==> src/rtl/branch_redirect_unit_pkg.sv <==
// Shared types and constants for the branch redirect unit.
package bru_pkg;

  typedef enum logic {
    RUN       = 1'b0,
    TRAP_WAIT = 1'b1
  } bru_state_e;

  localparam logic [6:0]  BRANCH_OPCODE = 7'b1100011;
  localparam logic [31:0] PC_STEP       = 32'd4;

endpackage

==> src/rtl/branch_redirect_unit_if.sv <==
// EX-to-fetch redirect bus.
// master drives the EX decision; slave is the PC owner.
// Optional perf counters exist only when BRU_PERF_EN is defined.
interface branch_redirect_unit_if;
  logic        ex_valid;
  logic        ex_is_branch;
  logic        cond_taken;
  logic        ex_is_jump;
  logic [31:0] ex_target;
  logic        stall;
  logic        trap_ack;
  logic [31:0] pc;
  logic [31:0] pc_plus4;
  logic        fetch_en;
  logic        flush_if_id;
  logic        flush_id_ex;
  logic        misalign;
  logic [31:0] bad_addr;
`ifdef BRU_PERF_EN
  logic [31:0] br_count;
  logic [31:0] br_taken_count;
`endif

  modport master (
    output ex_valid, ex_is_branch, cond_taken, ex_is_jump, ex_target, stall, trap_ack,
    input  pc, pc_plus4, fetch_en, flush_if_id, flush_id_ex, misalign, bad_addr
`ifdef BRU_PERF_EN
    , input br_count, br_taken_count
`endif
  );

  modport slave (
    input  ex_valid, ex_is_branch, cond_taken, ex_is_jump, ex_target, stall, trap_ack,
    output pc, pc_plus4, fetch_en, flush_if_id, flush_id_ex, misalign, bad_addr
`ifdef BRU_PERF_EN
    , output br_count, br_taken_count
`endif
  );
endinterface

==> src/rtl/branch_redirect_unit.sv <==
// Fetch-side PC owner: sequential advance, branch/jump redirect,
// pipeline squash and misaligned-target trap.
// Optional feature: BRU_PERF_EN adds branch / taken-branch counters.
module branch_redirect_unit
  import bru_pkg::*;
#(
  parameter logic [31:0] RESET_PC = 32'h0000_0000,
  parameter logic [31:0] TRAP_PC  = 32'h0000_0100
) (
  input  logic                  clk,
  input  logic                  rst_n,
  branch_redirect_unit_if.slave bus
);

  bru_state_e  state;
  logic [31:0] pc_q;
  logic [31:0] bad_addr_q;
  logic        misalign_q;
  logic        run;
  logic        take;
  logic        bad;

  // EX inputs only matter while running; a trapped unit ignores them.
  assign run  = (state == RUN);
  assign take = run & bus.ex_valid &
                ((bus.ex_is_branch & bus.cond_taken) | bus.ex_is_jump);
  assign bad  = take & (bus.ex_target[1:0] != 2'b00);

  assign bus.pc          = pc_q;
  assign bus.pc_plus4    = pc_q + PC_STEP;
  assign bus.fetch_en    = run;
  assign bus.flush_if_id = take;
  assign bus.flush_id_ex = take;
  assign bus.misalign    = misalign_q;
  assign bus.bad_addr    = bad_addr_q;

  // PC / trap FSM: redirect beats stall, trap beats redirect.
  always_ff @(posedge clk or negedge rst_n) begin
    if (!rst_n) begin
      state      <= RUN;
      pc_q       <= RESET_PC;
      bad_addr_q <= '0;
      misalign_q <= 1'b0;
    end else begin
      case (state)
        RUN: begin
          if (bad) begin
            pc_q       <= TRAP_PC;
            bad_addr_q <= bus.ex_target;
            misalign_q <= 1'b1;
            state      <= TRAP_WAIT;
          end else if (take) begin
            pc_q <= bus.ex_target;
          end else if (!bus.stall) begin
            pc_q <= pc_q + PC_STEP;
          end
        end
        TRAP_WAIT: begin
          // pc sits at TRAP_PC; advance resumes the edge after exit
          if (bus.trap_ack) begin
            state      <= RUN;
            misalign_q <= 1'b0;
          end
        end
        default: state <= RUN;
      endcase
    end
  end

`ifdef BRU_PERF_EN
  logic [31:0] br_cnt_q;
  logic [31:0] br_taken_cnt_q;

  assign bus.br_count       = br_cnt_q;
  assign bus.br_taken_count = br_taken_cnt_q;

  // Branch statistics, counted only while running; wrap freely.
  always_ff @(posedge clk or negedge rst_n) begin
    if (!rst_n) begin
      br_cnt_q       <= '0;
      br_taken_cnt_q <= '0;
    end else if (run && bus.ex_valid && bus.ex_is_branch) begin
      br_cnt_q <= br_cnt_q + 32'd1;
      if (bus.cond_taken) br_taken_cnt_q <= br_taken_cnt_q + 32'd1;
    end
  end
`endif

endmodule

==> src/flat_wrapper.sv <==
// flat-port wrapper written by rule: the top's interface ports become plain ports
module branch_redirect_unit_flat import bru_pkg::*;
#(
  parameter logic [31:0] RESET_PC = 32'h0000_0000,
  parameter logic [31:0] TRAP_PC  = 32'h0000_0100
)
  (clk, rst_n, bus_ex_valid, bus_ex_is_branch, bus_cond_taken, bus_ex_is_jump, bus_ex_target, bus_stall, bus_trap_ack, bus_pc, bus_pc_plus4, bus_fetch_en, bus_flush_if_id, bus_flush_id_ex, bus_misalign, bus_bad_addr);
  branch_redirect_unit_if bus_i ();
  input  logic clk;
  input  logic rst_n;
  input wire logic [$bits(bus_i.ex_valid)-1:0] bus_ex_valid;
  input wire logic [$bits(bus_i.ex_is_branch)-1:0] bus_ex_is_branch;
  input wire logic [$bits(bus_i.cond_taken)-1:0] bus_cond_taken;
  input wire logic [$bits(bus_i.ex_is_jump)-1:0] bus_ex_is_jump;
  input wire logic [$bits(bus_i.ex_target)-1:0] bus_ex_target;
  input wire logic [$bits(bus_i.stall)-1:0] bus_stall;
  input wire logic [$bits(bus_i.trap_ack)-1:0] bus_trap_ack;
  output wire logic [$bits(bus_i.pc)-1:0] bus_pc;
  output wire logic [$bits(bus_i.pc_plus4)-1:0] bus_pc_plus4;
  output wire logic [$bits(bus_i.fetch_en)-1:0] bus_fetch_en;
  output wire logic [$bits(bus_i.flush_if_id)-1:0] bus_flush_if_id;
  output wire logic [$bits(bus_i.flush_id_ex)-1:0] bus_flush_id_ex;
  output wire logic [$bits(bus_i.misalign)-1:0] bus_misalign;
  output wire logic [$bits(bus_i.bad_addr)-1:0] bus_bad_addr;
  assign bus_i.ex_valid = bus_ex_valid;
  assign bus_i.ex_is_branch = bus_ex_is_branch;
  assign bus_i.cond_taken = bus_cond_taken;
  assign bus_i.ex_is_jump = bus_ex_is_jump;
  assign bus_i.ex_target = bus_ex_target;
  assign bus_i.stall = bus_stall;
  assign bus_i.trap_ack = bus_trap_ack;
  assign bus_pc = bus_i.pc;
  assign bus_pc_plus4 = bus_i.pc_plus4;
  assign bus_fetch_en = bus_i.fetch_en;
  assign bus_flush_if_id = bus_i.flush_if_id;
  assign bus_flush_id_ex = bus_i.flush_id_ex;
  assign bus_misalign = bus_i.misalign;
  assign bus_bad_addr = bus_i.bad_addr;
  branch_redirect_unit #(.RESET_PC(RESET_PC), .TRAP_PC(TRAP_PC)) u_core (.clk(clk), .rst_n(rst_n), .bus(bus_i));
endmodule
==> config.mk <==
export PLATFORM = sky130hd
export DESIGN_NAME = branch_redirect_unit_flat
export DESIGN_NICKNAME = d
export VERILOG_FILES = /design/src/rtl/branch_redirect_unit_pkg.sv /design/src/rtl/branch_redirect_unit_if.sv /design/src/rtl/branch_redirect_unit.sv /design/src/flat_wrapper.sv
export SDC_FILE = /design/constraint.sdc
export NUM_CORES = 1
export LEC_CHECK = 0
export ABC_CLOCK_PERIOD_IN_PS = 3100
export CORE_MARGIN = 10
export CORE_UTILIZATION = 40
export DETAILED_ROUTE_END_ITERATION = 8
export HOLD_SLACK_MARGIN = 0.05
export MAX_ROUTING_LAYER = met4
export PLACE_DENSITY_LB_ADDON = 0.05
export SLEW_MARGIN = 20
export SYNTH_ARGS = -nofsm -noshare
export SYNTH_HDL_FRONTEND = slang
export SYNTH_SLANG_ARGS = --single-unit
==> constraint.sdc <==
create_clock -name clk -period 3.1 [get_ports clk]
set_clock_uncertainty 0.05 [all_clocks]
set_input_delay 0.775 -clock clk [delete_from_list [all_inputs] [get_ports clk]]
set_output_delay 0.775 -clock clk [all_outputs]
set_load 0.02 [all_outputs]
==> results_dict.tcl <==
set metrics [dict create \
    drtPass1Iterations 6 \
    num_rows 34 \
    place.gp.congestion 0.868 \
    pwr-share-seq_pct 31.9 \
    dpl.cell_count 687 \
    hold_class "reg2reg" \
    ir_worst_vdd_mv 0.391 \
    gr-usage-all-layers_pct 19.7 \
    p_per_area_nw_per_um2 728 \
    max_freq_mhz 329 \
    slew_headroom_pct 41.6 \
    cts_buffers 9 \
    port_buffers 139 \
    nets 633 \
    power_frac_comb_pct 51.7 \
    worst-r2r-cell-count 8 \
    period_share_pct 98.0 \
    drive_gt1_share_pct 15.4 \
    wl_um 12900 \
    p_int_uw 2360 \
    p_sw_uw 1680 \
    ant_nets 0 \
    gr-total-overflow 0 \
    synthArstFlopShare_pct 100 \
    ys_seq_area_share_pct 44.8 \
    ys_types 49 \
    remaining_drc_errors 0 \
    swShare_pct 41.6 \
    critPathLaunchType "flip-flop" \
    synthCells 430 \
    viasPerCell 5.29 \
    finalSetupViolCount 0 \
    wl_per_cell_um 18.3 \
    fillers 787 \
    path_common_cell "buf_4" \
    dp_hpwl_um 9370 \
    finalWorstSetupSlack_ns 0.0622 \
    die_w_um 116 \
    rr_endpoint "u_core.bus.bad_addr[2]$_DFFE_PN0P_" \
    max_stage_delay_ns 0.44 \
    fp.dieH_um 116 \
    finalHoldViolations 0 \
    syn_area_per_cell_um2 8.58 \
    clkPwrFrac_pct 16.3 \
    rsz0062_at_grt "false" \
    cts.clk_slew.worst_paths_ns 0.08 \
    r2r_start "u_core.state$_DFF_PN0_" \
    ys_warn_count 0 \
    syn_nets 471 \
    synth-edff-count 0 \
    io_pins 140 \
    grt_pass1_wl_um 20300 \
    multi_input_comb_area_um2 1900 \
    worstMarginPinSlew_ns 0.876 \
    yosys_register_bits 66 \
    finalNonFillerCells 704 \
    finalHoldWorstSlack_ns 0.424 \
    period_minus_slack_ns 3.04 \
    path_cells "ha_2, nand3_4, buf_4, nor4_4, buf_4, xor2_2, buf_4" \
    cp-end-kind "output pin" \
    drtIter0Drc 187 \
    cts-root-buf "clkbuf_8" \
    cts_sinks 66 \
    htree_levels 3 \
    cts_tree "done" \
    min_from "u_core.bus.bad_addr[22]$_DFFE_PN0P_" \
    pre_cts_slack_ns -0.0288 \
    p_leak_uw 0.00252 \
    critPathMaxFanout 5 \
    die_area_um2 13500 \
    core-area_um2 8850 \
    hold_buffers 0 \
    clock_path_buffers 2 \
    cp.arrival_ns 2.21 \
    antenna_found_initial 0 \
    required_ns 2.27 \
    synth_area_um2 3690 \
    syn2layout_area_growth_pct 50.6 \
    antenna_cells 0 \
    clk-insertion-delay-late_ns 0.34 \
    cp_slowest_cell "dfrtp_1" \
    slew_violations 0 \
    r2r_setup_slack_ns 1.05 \
    grt_pass1_vias 3901 \
    whs_path_depth 2 \
    vias 3722 \
    grt_max_degree 67 \
    synth_ff_type "dfrtp_1" \
    path_class "reg2out" \
    power.total_uw 4040 \
    seq_area_um2 1650 \
    min_delay_worst_endpoint "u_core.bus.bad_addr[22]$_DFFE_PN0P_" \
    status "complete, no violations" \
    maxCapViolCount 0 \
    start_util_pct 41.7 \
]
[through the flow]
step           utilization [%]  setup TNS (ns)  instance area [um2]
2_1_floorplan                -               0                 3690
5_1_grt                   62.8               0                 5550
6_report                  62.8               0                 5550
4_1_cts                   62.6         -0.0118                 5540
3_5_place_dp              60.9         -0.0478                 5390
3_3_place_gp              60.9        -0.00532                 5390
[layer usage]
| layer | routed length, um | track usage (%) | share of wire [%] | vias to the layer above |
|---|---|---|---|---|
| li1 | - | - | - | 1801 |
| met3 | 867 | 4.55 | 6.7 | 17 |
| met2 | 6430 | 32.7 | 50 | 134 |
| met1 | 5430 | 23.3 | 42 | 1770 |
| met5 | 0 | - | 0 | - |
| met4 | 156 | 5.92 | 1.2 | 0 |
[timing repair]
| item | in CTS | in global routing |
|---|---|---|
| gates cloned | 0 | 0 |
| setup endpoints to repair | 25 | 13 |
| buffers inserted | 0 | 2 |
| pin swaps | 0 | 1 |
| resized for setup | 28 | 29 |
[power by group through the flow]
stage	Sequential, uW	Clock (uW)	Combinational [uW]
after CTS	1280	677	2120
final	1290	660	2090
after global routing	1320	710	2240
after detailed placement	1300	0	2160
after floorplan	1580	0	731
after global placement	1290	0	2140
[final cells by class]
cell class / count / share of cell area, %
multi-input combinational: 324 / 34.2
clock inverter: 3 / 0.270
tap: 108 / 2.43
sequential: 66 / 29.7
inverter: 9 / 0.608
clock buffer: 12 / 2.79
timing repair buffer: 182 / 30.0
[worst max path at each step]
stage                     slack [ns]                          from          endpoint  depth (start not counted)
after floorplan                 0.27  u_core.bus.pc[2]$_DFFE_PN0P_  bus_pc_plus4[22]                          6
after global placement        -0.004              bus_ex_is_branch   bus_flush_id_ex                          5
after detailed placement       -0.03              bus_ex_is_branch   bus_flush_id_ex                          5
after CTS                      -0.01  u_core.bus.pc[3]$_DFFE_PN0P_  bus_pc_plus4[26]                          7
after global routing           0.003  u_core.bus.pc[2]$_DFFE_PN0P_  bus_pc_plus4[26]                          7
final                           0.06  u_core.bus.pc[2]$_DFFE_PN0P_  bus_pc_plus4[16]                          7
[synthesized netlist by cell type, types with 4 or more instances]
master	count	area share, %
nor3_1	5	0.68
or3_1	5	0.85
nor2_1	22	2.2
nand2_1	129	13
dfrtp_1	66	45
a22oi_1	6	1.2
buf_4	4	0.81
clkbuf_1	14	1.4
nand4_1	6	1.0
and2_1	6	1.0
a21oi_1	14	1.9
inv_1	8	0.81
xnor2_1	19	4.5
o21ai_1	7	0.95
nand3_1	16	2.2
o21ai_0	17	2.3
buf_2	12	1.6
xor2_1	9	2.1
o311ai_1	4	0.95
a31oi_1	9	1.5
[registers in the layout, summed over array words and instances (netlist names)]
signal / count
u_core.bus.pc: 32
u_core.state: 1
u_core.bus.bad_addr: 32
u_core.bus.misalign: 1
[cells by family (layout without fill, tap and decap cells)]
group           after synthesis  in the layout  synth area share, %
compound gates               82             82                 14.6
xor+xnor                     28             28                 6.65
fa+ha+maj                     1              1                0.339
buf+inv                      40            206                 5.09
flops                        66             66                 44.8
simple gates                213            213                 28.6
[cells in the final DEF, fill, tap and decap left out, drive strengths merged, types with 2 or more instances in the layout]
cell type,Yosys,final
a31o,3,3
o22ai,2,2
nand3,16,16
o31a,2,2
nor2,23,23
xnor2,19,19
nand4,11,11
and3,3,3
a211o,2,2
a221oi,2,2
a32o,2,2
nor4,7,7
dlygate4sd2,0,14
o311ai,4,4
or3,5,5
nor3,5,5
and2,6,6
and4,2,2
clkdlybuf4s50,0,112
o21ai,24,24
dfrtp,66,66
nand2,129,129
o211ai,3,3
a41oi,2,2
a21oi,14,14
xor2,9,9
inv,9,9
buf,17,47
a22oi,6,6
clkinv,0,3
o21a,2,2
a31oi,9,9
nand2b,3,3
clkbuf,14,19
dlymetal6s2s,0,2
[critical path: cells and delay by family, from the launching register on]
family	cells	cell delay, ns
xor gates and xnor gates	1	0.18
buffers and inverters	3	0.53
adders and majority gates	1	0.24
DFF	1	0.44
and+or+nand+nor	2	0.48
No activity file was read; power rests on OpenSTA's default activity.
